$ cat src/rtl/uart_number_parser.sv
// Turns the uart byte stream into 8-bit values for the OLED rows. It accepts
// decimal numbers or hex numbers with a "0x" prefix, each ended by CR, LF or space.
module uart_number_parser #(
  parameter logic [7:0]  DEFAULT_VALUE  = 8'd0,
  parameter logic [31:0] TIMEOUT_CYCLES = 32'd27000000
) (
  input  logic       clk,
  input  logic       reset,
  input  logic       byteReady,
  input  logic [7:0] byteIn,
  output logic [7:0] value,
  output logic       valueUpdated,
  output logic       parseError,
  output logic       busy
);

  localparam logic [2:0] IDLE     = 3'd0;
  localparam logic [2:0] ZERO     = 3'd1;
  localparam logic [2:0] DEC      = 3'd2;
  localparam logic [2:0] HEXSTART = 3'd3;
  localparam logic [2:0] HEX      = 3'd4;
  localparam logic [2:0] DISCARD  = 3'd5;

  localparam bit TIMEOUT_EN = (TIMEOUT_CYCLES != 32'd0);

  logic [2:0]  stateReg, stateNext;
  logic [11:0] accReg, accNext;
  logic [31:0] timerReg, timerNext;
  logic [7:0]  valueReg;
  logic        updatedReg, errorReg;
  logic        commitNext, errorNext;

  // Byte classification and digit value
  logic        isDig, isHexl, isX, isTerm;
  logic [3:0]  digitVal;
  logic [11:0] decStep, hexStep;
  logic        decOverflow, hexOverflow;

  always_comb begin
    isDig  = (byteIn >= 8'h30) && (byteIn <= 8'h39);
    isHexl = ((byteIn >= 8'h61) && (byteIn <= 8'h66)) ||
             ((byteIn >= 8'h41) && (byteIn <= 8'h46));
    isX    = (byteIn == 8'h78) || (byteIn == 8'h58);
    isTerm = (byteIn == 8'h0D) || (byteIn == 8'h0A) || (byteIn == 8'h20);

    digitVal = 4'd0;
    if (isDig)
      digitVal = 4'(byteIn - 8'h30);
    else if ((byteIn >= 8'h61) && (byteIn <= 8'h66))
      digitVal = 4'(byteIn - 8'h57);
    else if ((byteIn >= 8'h41) && (byteIn <= 8'h46))
      digitVal = 4'(byteIn - 8'h37);

    // accReg never exceeds 255, so neither step can wrap in 12 bits.
    decStep     = (accReg * 12'd10) + {8'd0, digitVal};
    hexStep     = (accReg << 4) + {8'd0, digitVal};
    decOverflow = (decStep > 12'd255);
    hexOverflow = (hexStep > 12'd255);
  end

  always_comb begin
    stateNext  = stateReg;
    accNext    = accReg;
    timerNext  = timerReg;
    commitNext = 1'b0;
    errorNext  = 1'b0;

    if (byteReady) begin
      timerNext = 32'd0;
      case (stateReg)
        IDLE: begin
          if (isDig) begin
            stateNext = (digitVal == 4'd0) ? ZERO : DEC;
            accNext   = {8'd0, digitVal};
          end else if (!isTerm) begin
            stateNext = DISCARD;
            errorNext = 1'b1;
          end
        end
        ZERO: begin
          if (isX) begin
            stateNext = HEXSTART;
          end else if (isDig) begin
            stateNext = DEC;
            accNext   = {8'd0, digitVal};
          end else if (isTerm) begin
            stateNext  = IDLE;
            accNext    = 12'd0;
            commitNext = 1'b1;
          end else begin
            stateNext = DISCARD;
            errorNext = 1'b1;
          end
        end
        DEC: begin
          if (isDig) begin
            if (decOverflow) begin
              stateNext = DISCARD;
              errorNext = 1'b1;
            end else begin
              accNext = decStep;
            end
          end else if (isTerm) begin
            stateNext  = IDLE;
            accNext    = 12'd0;
            commitNext = 1'b1;
          end else begin
            stateNext = DISCARD;
            errorNext = 1'b1;
          end
        end
        HEXSTART: begin
          if (isDig || isHexl) begin
            stateNext = HEX;
            accNext   = {8'd0, digitVal};
          end else if (isTerm) begin
            // "0x" with no digits is rejected without a discard phase.
            stateNext = IDLE;
            accNext   = 12'd0;
            errorNext = 1'b1;
          end else begin
            stateNext = DISCARD;
            errorNext = 1'b1;
          end
        end
        HEX: begin
          if (isDig || isHexl) begin
            if (hexOverflow) begin
              stateNext = DISCARD;
              errorNext = 1'b1;
            end else begin
              accNext = hexStep;
            end
          end else if (isTerm) begin
            stateNext  = IDLE;
            accNext    = 12'd0;
            commitNext = 1'b1;
          end else begin
            stateNext = DISCARD;
            errorNext = 1'b1;
          end
        end
        DISCARD: begin
          if (isTerm) begin
            stateNext = IDLE;
            accNext   = 12'd0;
          end
        end
        default: begin
          stateNext = IDLE;
          accNext   = 12'd0;
        end
      endcase
    end else if (stateReg == IDLE) begin
      timerNext = 32'd0;
    end else if (TIMEOUT_EN) begin
      if (timerReg == TIMEOUT_CYCLES - 32'd1) begin
        // A stalled partial number is abandoned; an already-bad one leaves quietly.
        stateNext = IDLE;
        accNext   = 12'd0;
        timerNext = 32'd0;
        errorNext = (stateReg != DISCARD);
      end else begin
        timerNext = timerReg + 32'd1;
      end
    end
  end

  always_ff @(posedge clk) begin
    if (reset) begin
      stateReg   <= IDLE;
      accReg     <= 12'd0;
      timerReg   <= 32'd0;
      valueReg   <= DEFAULT_VALUE;
      updatedReg <= 1'b0;
      errorReg   <= 1'b0;
    end else begin
      stateReg   <= stateNext;
      accReg     <= accNext;
      timerReg   <= timerNext;
      updatedReg <= commitNext;
      errorReg   <= errorNext;
      if (commitNext)
        valueReg <= accReg[7:0];
    end
  end

  assign value        = valueReg;
  assign valueUpdated = updatedReg;
  assign parseError   = errorReg;
  assign busy         = (stateReg != IDLE);

endmodule

$ cat config.mk
export PLATFORM = sky130hd
export DESIGN_NAME = uart_number_parser
export DESIGN_NICKNAME = d
export VERILOG_FILES = /design/src/rtl/uart_number_parser.sv
export SDC_FILE = /design/constraint.sdc
export NUM_CORES = 1
export LEC_CHECK = 0
export BUFFER_PORTS_ARGS = -buffer_cell sky130_fd_sc_hd__buf_2
export CAP_MARGIN = 20
export CORE_ASPECT_RATIO = 0.7
export CORE_MARGIN = 2
export CORE_UTILIZATION = 38
export CTS_BUF_LIST = sky130_fd_sc_hd__clkbuf_8
export CTS_CLUSTER_SIZE = 40
export DETAILED_ROUTE_END_ITERATION = 12
export SLEW_MARGIN = 15
export SYNTH_ARGS = -nofsm -noshare
export SYNTH_HDL_FRONTEND = slang
export SYNTH_SLANG_ARGS = --single-unit
$ cat constraint.sdc
create_clock -name clk -period 5.65 [get_ports clk]
set_input_delay 0 -clock clk [delete_from_list [all_inputs] [get_ports clk]]
set_output_delay 0 -clock clk [all_outputs]
set_load 0.005 [all_outputs]
### Yosys cells after proc, flatten, opt, wreduce, memory -nomap -nowiden

Cells that the tools add are included.

* register bits after elaboration: 57
* logic and storage cells: 107
* input bits: 11

* $add $sub $neg: 6
* equal/unequal tests: 21
* $lt $le $gt $ge: 8
* multiplexer cells: 50
* multipliers: 1
* reduce and logical (&&, ||, !) cells: 15

Operator list (count)
* 12-bit 2-to-1 mux: 12
* 12-bit one-hot mux with 6 select lines: 1
* 3-bit 2-to-1 mux: 14
* 32-bit by 1-bit adder with 32-bit output (second input constant): 1
* 32-bit by 25-bit == test with 1-bit output (second input constant): 1
* 12-bit by 4-bit adder with 12-bit output: 2
* 12-bit by 8-bit greater-than comparator with 1-bit output (second input constant): 2
* 3-bit one-hot mux with 6 select lines: 1
* 8-bit by 4-bit == test with 1-bit output (second input constant): 2
* 8-bit by 7-bit == test with 1-bit output (second input constant): 2
* 8-bit by 7-bit greater-or-equal comparator with 1-bit output (second input constant): 2
* 8-bit by 7-bit <= comparator with 1-bit output (second input constant): 2
* 1-bit 2-to-1 mux: 16
* 4-bit inequality test (second input constant): 4
* 12-bit by 3-bit multiplier with 11-bit output (second input constant): 1
* 4-bit 2-to-1 mux: 3
* 3-bit inequality test (second input constant): 4
* 6-bit AND reduction: 2
* 8-bit by 6-bit == test with 1-bit output (second input constant): 1
* 8-bit by 6-bit greater-or-equal comparator with 1-bit output (second input constant): 1
* 8-bit by 6-bit <= comparator with 1-bit output (second input constant): 1
* 4-bit by 3-bit subtractor with 4-bit output (second input constant): 2
* 3-bit by 2-bit == test with 1-bit output (second input constant): 2
* 3-bit == test (second input constant): 2
* 13 further kinds: 20

### Logic depth before layout (Yosys ltp)

Gate-level depths: netlist of the first run.

* depth after elaboration: 11
* depth in mapped cells: 17

### Least setup slack after synthesis of the first run

No wires, ideal clock.

* kind: in2reg
* start point: in byteIn[3]
* end point: reg accReg[0]
* library setup time: 0.086 ns
* arrival: 3.627 ns
* setup slack: 1.937 ns
* data required time: 5.564 ns
* cell stages on the path: 15
* cell sequence: or4b_1 -> nor3_1 -> nand2_1 -> o21ai_0 -> ha_1 -> inv_1 -> fa_1 -> nor2b_1 -> o21ai_0 -> nor2_1 -> nand3_1 -> or3_1 -> o221ai_1 -> nand2_1 -> o221ai_1

* word-level cells in the longest chain between the ends: 10
* elaborated cells on any way between the ends: 45
* classes of those cells: add/sub (5); order compare (8); eq/ne (9); mux (14); reduce/logical (9)

Ends and longest elaborated chain
* from (decl): line 10 `input logic [7:0] byteIn,`
* branches (longest 10 deep; another with 12-bit by 4-bit adder with 12-bit output)
* to (signal assigned): line 179 `accReg <= accNext;`
* to (decl): line 27 `logic [11:0] accReg, accNext;`

Parallel ways; which one is timed is not known. The select of a mux whose other input is x is not followed.
A chain may end at the register's enable or synchronous reset.

### Worst setup path in the final report of the first run

* start point: in byteIn[0]
* end point: reg accReg[9]

Same word-level chain as after synthesis.

==> results of run 1 <==
-- how the worst min path moves through the flow --
stage | to | slack, ps | from
2_1_floorplan | parseError | 70 | reset
3_3_place_gp | value[3] | 350 | reset
3_5_place_dp | value[2] | 360 | reset
4_1_cts | value[7] | 10 | reset
5_1_grt | value[7] | 10 | reset
6_report | value[7] | 20 | reset
-- cell usage in the layout (no fill, tap or decap), types with 3 or more instances in the layout --
master / synthesis / routed
a211oi_1: 4 / 4
a21o_1: 3 / 3
a21oi_1: 34 / 34
a22oi_1: 5 / 5
a31oi_1: 3 / 3
a32oi_1: 3 / 3
and2_1: 4 / 4
and3_1: 6 / 6
buf_2: 0 / 21
buf_4: 0 / 4
clkbuf_8: 0 / 5
dfxtp_1: 56 / 56
ha_1: 24 / 24
inv_1: 31 / 31
mux2i_1: 3 / 3
nand2_1: 36 / 36
nand3_1: 23 / 23
nand4_1: 8 / 8
nor2_1: 68 / 68
nor2b_1: 6 / 6
nor3_1: 13 / 13
nor3b_1: 4 / 4
nor4_1: 8 / 8
o21ai_0: 24 / 24
o221ai_1: 5 / 5
o22ai_1: 10 / 10
or2_2: 5 / 5
or3_1: 8 / 8
or4_1: 5 / 5
xnor2_1: 19 / 19
xor2_1: 17 / 17
-- flip-flops by register name, summed over array words and instances, names as in the netlist --
register,count
accReg,11
parseError,1
stateReg,3
timerReg,32
value,8
valueUpdated,1
-- worst max-delay path, stage by stage --
cell and delay [ps]:
buf_2 140, inv_1 100, ha_1 220, o21bai_1 230, a21o_1 520, o21ai_0 180
a21oi_1 330, inv_1 80, ha_1 270, a21o_1 190, a31oi_1 360, nor4_1 140
xor2_1 210, or3_1 420, o221ai_1 420, nand2_1 310, o22ai_1 290
-- cell families after synthesis --
logic type                 Yosys count  synth area share
DFF                                 56             0.286
and+or+nand+nor                    206             0.265
AOI/OAI and AO/OA                  128             0.222
muxes                                4            0.0105
buffers and inverters               52            0.0498
xor gates and xnor gates            36            0.0804
adders and majority gates           26            0.0868
-- stage by stage --
step	setup WS (ps)	hold WS (ps)
2_1_floorplan	1940	69.1
3_3_place_gp	1460	346
3_5_place_dp	1230	355
4_1_cts	1560	13.6
5_1_grt	996	14.1
6_report	1470	20.3
-- layer usage --
metal / share of wire / global-route usage / wire, um
met2: 0.36 / 0.251 / 3710
met1: 0.54 / 0.298 / 5520
met3: 0.090 / 0.0473 / 913
met4: 0.0036 / 0.0283 / 37
met5: 0 / 0 / 0
-- report_power, final --
group	internal (W)	total (W)	switching [W]
combinational	0.0000272	0.0000786	0.0000514
sequential	0.000397	0.000400	0.00000386
clock	0.0000884	0.000224	0.000136
-- area by class of cell --
type	instances	area, sq um
inverters	31	116
repair buffers	26	150
fillers	1002	5630
clock buffers	5	68.8
well taps	128	160
flip-flops and latches	56	1120
clock inverters	3	21.3
multi-input cells	400	2610
==> impl_metrics.tcl, run 1 <==
set metrics [dict create \
    outcome "finished clean" \
    synth_seq_area_share 0.286 \
    initial_core_util 0.397 \
    ctsHoldBuffers 0 \
    grt_max_degree 33 \
    synth_common_cells "68 x nor2_1, 56 x dfxtp_1, 36 x nand2_1" \
    yosys-top-cells-area "dfxtp_1 29%, ha_1 7.7%, nor2_1 6.5%" \
    die_h_um 89.0 \
    fin_util 0.430 \
    core.rowCount 30 \
    die_w_um 125 \
    p_leak_nw 1.55 \
    clock_sinks 56 \
    wire_per_inst_um 15.7 \
    fin_cells 649 \
    r2r_end "accReg[9]" \
    rr_worst_depth 11 \
    ys_ff_latch 56 \
    post-dp-hpwl_um 7700 \
    cts_root_buffer "clkbuf_8" \
    setup_violations 0 \
    cts_buffer_depth 2 \
    cts_htree_levels 2 \
    yosys.area.top_type_share 0.286 \
    cts_inserted_buffers 5 \
    first_pass_iters 5 \
    drc 0 \
    synthFlopType "dfxtp_1" \
    cp-end-kind "flip-flop" \
    hold_viol 0 \
    required_ps 5880 \
    fin_worst_skew_ps 11.9 \
    maxSlewHeadroom 0.371 \
    antenna_found_initial 0 \
    fin_crit_sh 0.739 \
    synth_nets 545 \
    path_clk_slew_ps 100 \
    startpoint_type "input port" \
    coreArea_sq_mm 0.00987 \
    finalSetupTns_ps 0 \
    layout.nets 557 \
    worstSetupStartpoint "byteIn[0]" \
    drt_iter0_markers 245 \
    holdPathStages 2 \
    synth_cells 508 \
    grt_pass1_wl_um 17100 \
    placed_area_sq_mm 0.00414 \
    arrival_ps 4410 \
    min_period_ps 4180 \
    cts-resized-gates 0 \
    path_max_fanout 16 \
    syn_area_per_cell_sq_um 7.72 \
    powerDensity_mw_per_mm2 166 \
    ys_warn_count 0 \
    drt_wl_total_um 10200 \
    maxCapViolations 0 \
    async_reset_ff_frac 0 \
    grt_pass1_vias 3335 \
    postRouteAntennaNets 0 \
    synth_top_cell_by_area "dfxtp_1" \
    yosysMostFrequentCell "nor2_1" \
    insertion_delay_ps 310 \
    grt_use_total 0.187 \
    place.gp.congestion 0.941 \
    n_antenna_cell 0 \
    drive_gt1_frac 0.0902 \
    worstMarginPinSlew_ps 937 \
    power_w 0.000703 \
    vias_per_cell 5.71 \
    die-area_sq_mm 0.0112 \
    ir_drop_uv 91.5 \
    area_delta_synth_final_pct 8.20 \
    grt-ovfl-total 0 \
    synthDistinctLibCells 67 \
    placed_cells 640 \
    top_level_ports 22 \
    portBuffers 21 \
    cts_tree "built" \
    netlist_area_sq_mm 0.00392 \
    critPathKind "input port to flip-flop" \
    cp-endpoint "accReg[9]" \
    max_freq_mhz 240 \
    slew_viol_final 0 \
    postLayoutCellArea_sq_mm 0.00424 \
    r2r_setup_slack_ps 1720 \
    hold_path.class "input port to flip-flop" \
    synth_edf_count 0 \
    vias 3707 \
    rsz0062_at_grt "false" \
    r2r-start "accReg[3]" \
    cts_setup_buffers 0 \
]
Power figures use the tool's default switching activity.
==> run 2, diff against run 1 <==
--- a/config.mk
+++ b/config.mk
@@ -5,6 +5,7 @@
 export SDC_FILE = /design/constraint.sdc
 export NUM_CORES = 1
 export LEC_CHECK = 0
+export ABC_AREA = 1
 export BUFFER_PORTS_ARGS = -buffer_cell sky130_fd_sc_hd__buf_2
 export CAP_MARGIN = 20
 export CORE_ASPECT_RATIO = 0.7
==> constraint.sdc (replaced) <==
create_clock -name clk -period 3.4 [get_ports clk]
set_input_delay 0 -clock clk [delete_from_list [all_inputs] [get_ports clk]]
set_output_delay 0 -clock clk [all_outputs]
set_load 0.005 [all_outputs]
==> run 2 against run 1 <==
  * Via count up 18%
  * Non-clock buffer count is 2 higher
  * Hold slack improved by 93 ps
  * Critical endpoint is now accReg[3]
  * Largest cell class unchanged
==> impl_metrics.tcl, run 2 <==
set metrics [dict create \
    met1_length_um 6210 \
    post-dp-hpwl_um 9100 \
    die_h_um 94.0 \
    synth_seq_area_share 0.255 \
    worstMarginPinSlew_ps 631 \
    setup_violations 0 \
    fillers 1221 \
    synth_common_cells "158 x nand2_1, 82 x inv_1, 71 x nand3_1" \
    min_period_ps 3060 \
    hold_viol 0 \
    ys_ff_latch 56 \
    drc 0 \
    coreArea_sq_mm 0.0111 \
    p_leak_nw 2.09 \
    async_reset_ff_frac 0 \
    max_freq_mhz 327 \
    finalWorstSetupSlack_ps 339 \
    met3_length_um 951 \
    yosysMostFrequentCell "nand2_1" \
    vias_per_cell 5.14 \
    area_delta_synth_final_pct 8.27 \
    powerDensity_mw_per_mm2 246 \
    vias 4389 \
    grt_use_total 0.191 \
    cp-end-kind "flip-flop" \
    postRouteAntennaNets 0 \
    grt_pass1_vias 4006 \
    startpoint_type "flip-flop" \
    yosys-top-cells-area "dfxtp_1 25%, nand2_1 13%, nand3_1 8.1%" \
    top_register "timerReg" \
    die_w_um 133 \
    yosys.area.top_type_share 0.255 \
    ys_warn_count 0 \
    fin_cells 854 \
    place.gp.congestion 0.993 \
    finalSetupTns_ps 0 \
    top_level_ports 22 \
    maxCapViolations 0 \
    synth_nets 716 \
    arrival_ps 3250 \
    clock_sinks 56 \
    synthFlopType "dfxtp_1" \
    crit_top_cell "nand2_2" \
    hold_path.class "input port to flip-flop" \
    synthDistinctLibCells 48 \
    slowest_stage "fa_1" \
    grt_pass1_wl_um 19500 \
    cts_root_buffer "clkbuf_8" \
    largest_reg_flops 32 \
    initial_core_util 0.395 \
    placed_cells 846 \
    drive_gt1_frac 0.137 \
    cp_top_family "simple AND/OR/NAND/NOR gates" \
    synth_cells 679 \
    ir_drop_uv 156 \
    path_max_fanout 12 \
    core.rowCount 32 \
    pre_cts_slack_ps 140 \
    outcome "finished clean" \
    top_layer_used "met4" \
    fin_crit_sh 0.900 \
    wire_per_inst_um 13.2 \
    synth_top_cell_by_area "dfxtp_1" \
    ctsHoldBuffers 0 \
    first_pass_iters 4 \
    critPathKind "flip-flop to flip-flop" \
    insertion_delay_ps 310 \
    layout.nets 737 \
    drt_wl_total_um 11300 \
    maxSlewHeadroom 0.579 \
    rsz0062_at_grt "false" \
    n_antenna_cell 0 \
    fin_util 0.428 \
    fin_worst_skew_ps 15.6 \
    slowest_delay_ps 470 \
    netlist_area_sq_mm 0.00440 \
    grt_max_degree 26 \
    cp_cell_sequence "ha_1 > ha_1 > inv_1 > fa_1 > nor2_4 > nand3_1 > nand2_1 > nand3_1 > nor2_2 > inv_1 > nand2_2 > nand2_2 > nor2_4 > nand2_2 > nand2_4 > nand2_2 > nand2_1 > a21oi_1" \
    required_ps 3590 \
    cts_inserted_buffers 5 \
    antenna_found_initial 0 \
    crit_buf_inv 2 \
    cts_tree "built" \
    drt_iter0_markers 392 \
    syn_area_per_cell_sq_um 6.48 \
    synth_edf_count 0 \
    cts_htree_levels 2 \
    layout_commonest_cell "nand2_1" \
    portBuffers 21 \
    final_cell_mix "158 x nand2_1, 82 x inv_1, 71 x nand3_1" \
    slew_viol_final 0 \
    met2_length_um 4100 \
    path_clk_slew_ps 110 \
    grt-ovfl-total 0 \
    cts_buffer_depth 2 \
    die-area_sq_mm 0.0125 \
]
run 2: final cells by class:
| type | instances | area (sq um) | share of cell area |
|---|---|---|---|
| Multi-Input combinational cell | 515 | 2850 | 0.598 |
| Clock buffer | 5 | 68.8 | 0.0144 |
| Timing Repair Buffer | 28 | 158 | 0.0331 |
| Tap cell | 153 | 191 | 0.0402 |
| Sequential cell | 56 | 1120 | 0.236 |
| Inverter | 94 | 353 | 0.0741 |
| Clock inverter | 3 | 21.3 | 0.00446 |
run 2: per-stage QoR:
stage                     hold WS [ps]  area (sq um)  power [W]
final                              113          4760    0.00117
after global routing               113          4760    0.00123
after CTS                          104          4760    0.00118
after detailed placement           381          4670   0.000808
after global placement             378          4670   0.000806
after floorplan                    277          4400   0.000771
run 2: final timing paths:
kind	slack [ps]	startpoint	to	cells past startpoint
worst min register to register	450	timerReg[0]	timerReg[0]	1
worst max-delay path	340	accReg[3]	accReg[3]	18
worst min-delay path	110	byteReady	parseError	3
worst max register to register	340	accReg[3]	accReg[3]	18
run 2: cell families after synthesis:
family | Yosys count | share of synthesized area
and+or+nand+nor | 388 | 0.426
xor gates and xnor gates | 15 | 0.0299
buffers and inverters | 108 | 0.0975
AOI/OAI and AO/OA | 86 | 0.115
DFF | 56 | 0.255
adders and majority gates | 26 | 0.0773
run 2: routing by layer:
| metal | vias to the layer above | track usage |
|---|---|---|
| li1 | 2266 | - |
| met1 | 1959 | 0.306 |
| met2 | 160 | 0.258 |
| met3 | 4 | 0.0378 |
| met4 | 0 | 0.0332 |
| met5 | - | 0 |
run 2: repair_timing:
action / in CTS / in global routing
setup buffers: 0 / 0
setup endpoints to repair: 0 / 1
gates resized for setup: 0 / 1
endpoints found under the hold margin: 0 / 0
run 2: tightest hold or removal path: cells and delay by family:
family | cells | cell delay [ps]
buffers and inverters | 1 | 200
AND/OR/NAND/NOR | 1 | 110
AO/OA/AOI/OAI | 1 | 60
run 2: report_power, final:
part	total, W	switching, W	internal (W)
clock network	0.000375	0.000228	0.000147
registers	0.000662	0.00000317	0.000659
logic	0.000133	0.0000945	0.0000383
total	0.00117	0.000325	0.000844
==> run 3, diff against run 2 <==
--- a/config.mk
+++ b/config.mk
@@ -14,6 +14,7 @@
 export CTS_BUF_LIST = sky130_fd_sc_hd__clkbuf_8
 export CTS_CLUSTER_SIZE = 40
 export DETAILED_ROUTE_END_ITERATION = 12
+export MAX_ROUTING_LAYER = met4
 export SLEW_MARGIN = 15
 export SYNTH_ARGS = -nofsm -noshare
 export SYNTH_HDL_FRONTEND = slang
==> run 3 against run 2 <==
  * Routed wire length rose by 1.5%
  * Fmax fell by 0.28%
  * Register-to-register slack barely moved
  * Setup slack got worse by 8.6 ps
  * Largest power group unchanged
  * Non-clock buffer count did not move
  * Critical endpoint is now accReg[9]
==> impl_metrics.tcl, run 3 (same netlist as run 2, synthesis figures left out) <==
set metrics [dict create \
    outcome "finished clean" \
    fin_crit_sh 0.903 \
    startpoint_type "flip-flop" \
    crit_buf_inv 2 \
    antenna_found_initial 0 \
    coreArea_sq_mm 0.0111 \
    area_delta_synth_final_pct 8.73 \
    path_clk_slew_ps 100 \
    place.gp.congestion 1.01 \
    cts-resized-gates 0 \
    required_ps 3580 \
    cp.depth 18 \
    largest_reg_flops 32 \
    holdPathStages 2 \
    crit_top_cell "nand2_2" \
    hold_path.class "input port to flip-flop" \
    vias 4447 \
    cts_buffer_depth 2 \
    vias_per_cell 5.21 \
    finalSetupTns_ps 0 \
    grt_use_total 0.196 \
    top_level_ports 22 \
    rr_worst_depth 18 \
    hold_start "reset" \
    layout.nets 737 \
    cts_inserted_buffers 5 \
    initial_core_util 0.395 \
    cp_top_family "simple AND/OR/NAND/NOR gates" \
    slowest_delay_ps 470 \
    hold_viol 0 \
    p_leak_nw 2.10 \
    arrival_ps 3250 \
    fin_cells 854 \
    post-dp-hpwl_um 9180 \
    cts_setup_buffers 0 \
    gr-usage-met2 0.265 \
    insertion_delay_ps 310 \
    die_w_um 133 \
    maxCapViolations 0 \
    die-area_sq_mm 0.0125 \
    worstSetupStartpoint "accReg[3]" \
    use_met1 0.305 \
    ir_drop_uv 158 \
    cts_tree "built" \
    fin_worst_skew_ps 8.10 \
    ctsHoldBuffers 0 \
    clock_sinks 56 \
    drive_gt1_frac 0.134 \
    max_freq_mhz 326 \
    drc 0 \
    core.rowCount 32 \
    grt_pass1_vias 4025 \
    min_period_ps 3070 \
    path_max_fanout 12 \
    slowest_stage "fa_1" \
    grt_pass1_wl_um 19500 \
    grt-ovfl-total 0 \
    final_cell_mix "158 x nand2_1, 83 x inv_1, 71 x nand3_1" \
    r2r-start "accReg[3]" \
    critPathKind "flip-flop to flip-flop" \
    postRouteAntennaNets 0 \
    setup_violations 0 \
    grt_max_degree 26 \
    first_pass_iters 5 \
    cts_root_buffer "clkbuf_8" \
    grtUsageMet3 0.0351 \
    drt_iter0_markers 376 \
    die_h_um 94.0 \
    wire_per_inst_um 13.4 \
    placed_area_sq_mm 0.00467 \
    worstMarginPinSlew_ps 613 \
    drt_wl_total_um 11500 \
    layout_commonest_cell "nand2_1" \
    top_register "timerReg" \
    portBuffers 21 \
    postLayoutCellArea_sq_mm 0.00478 \
    powerDensity_mw_per_mm2 259 \
    cp-end-kind "flip-flop" \
    rsz0062_at_grt "false" \
    placed_cells 846 \
    cts_htree_levels 2 \
    cp_cell_sequence "ha_1 > ha_1 > inv_1 > fa_1 > nor2_4 > nand3_1 > nand2_1 > nand3_1 > nor2_2 > inv_1 > nand2_2 > nand2_2 > nor2_4 > nand2_2 > nand2_4 > nand2_2 > nand2_1 > a21oi_1" \
    maxSlewHeadroom 0.590 \
    n_antenna_cell 0 \
    top_usage_layer "met1" \
    slew_viol_final 0 \
]
run 3: changes by cell type in the layout (fill, tap and decap cells not counted), sizes merged:
cell | before | now
bufinv | 0 | 1
clkinv | 3 | 2
clkinvlp | 1 | 0
inv | 93 | 94
run 3: per-stage QoR:
step | power, W | hold slack (ps) | setup WS, ps | utilization
floorplan | 0.000771 | 277 | 614 | -
global placement | 0.000806 | 378 | 260 | 0.420
detailed placement | 0.000808 | 381 | 150 | 0.420
CTS | 0.00124 | 109 | 333 | 0.430
global route | 0.00129 | 125 | 18.6 | 0.430
finish | 0.00124 | 121 | 330 | 0.430
run 3: where the power goes:
part           internal [W]  leakage [nW]  switching [W]
sequential         0.000659         0.451     0.00000311
clock              0.000220        0.0599       0.000221
combinational     0.0000384          1.59      0.0000958
run 3: metal layers:
metal	wire length (um)	vias up
met5	0	-
met4	43	0
met3	962	4
met2	4230	155
met1	6240	2028
li1	-	2260
run 3: worst paths after layout:
kind | endpoint | slack (ps)
worst max register to register | accReg[9] | 330
worst max-delay path | accReg[9] | 330
worst min-delay path | valueUpdated | 120
worst min register to register | timerReg[0] | 450
run 3: area by class of cell:
class | instances | area, sq um
clock inverters | 3 | 42.5
fillers | 1221 | 6350
flip-flops and latches | 56 | 1120
clock buffers | 5 | 68.8
well taps | 153 | 191
repair buffers | 28 | 158
multi-input cells | 515 | 2850
inverters | 94 | 353
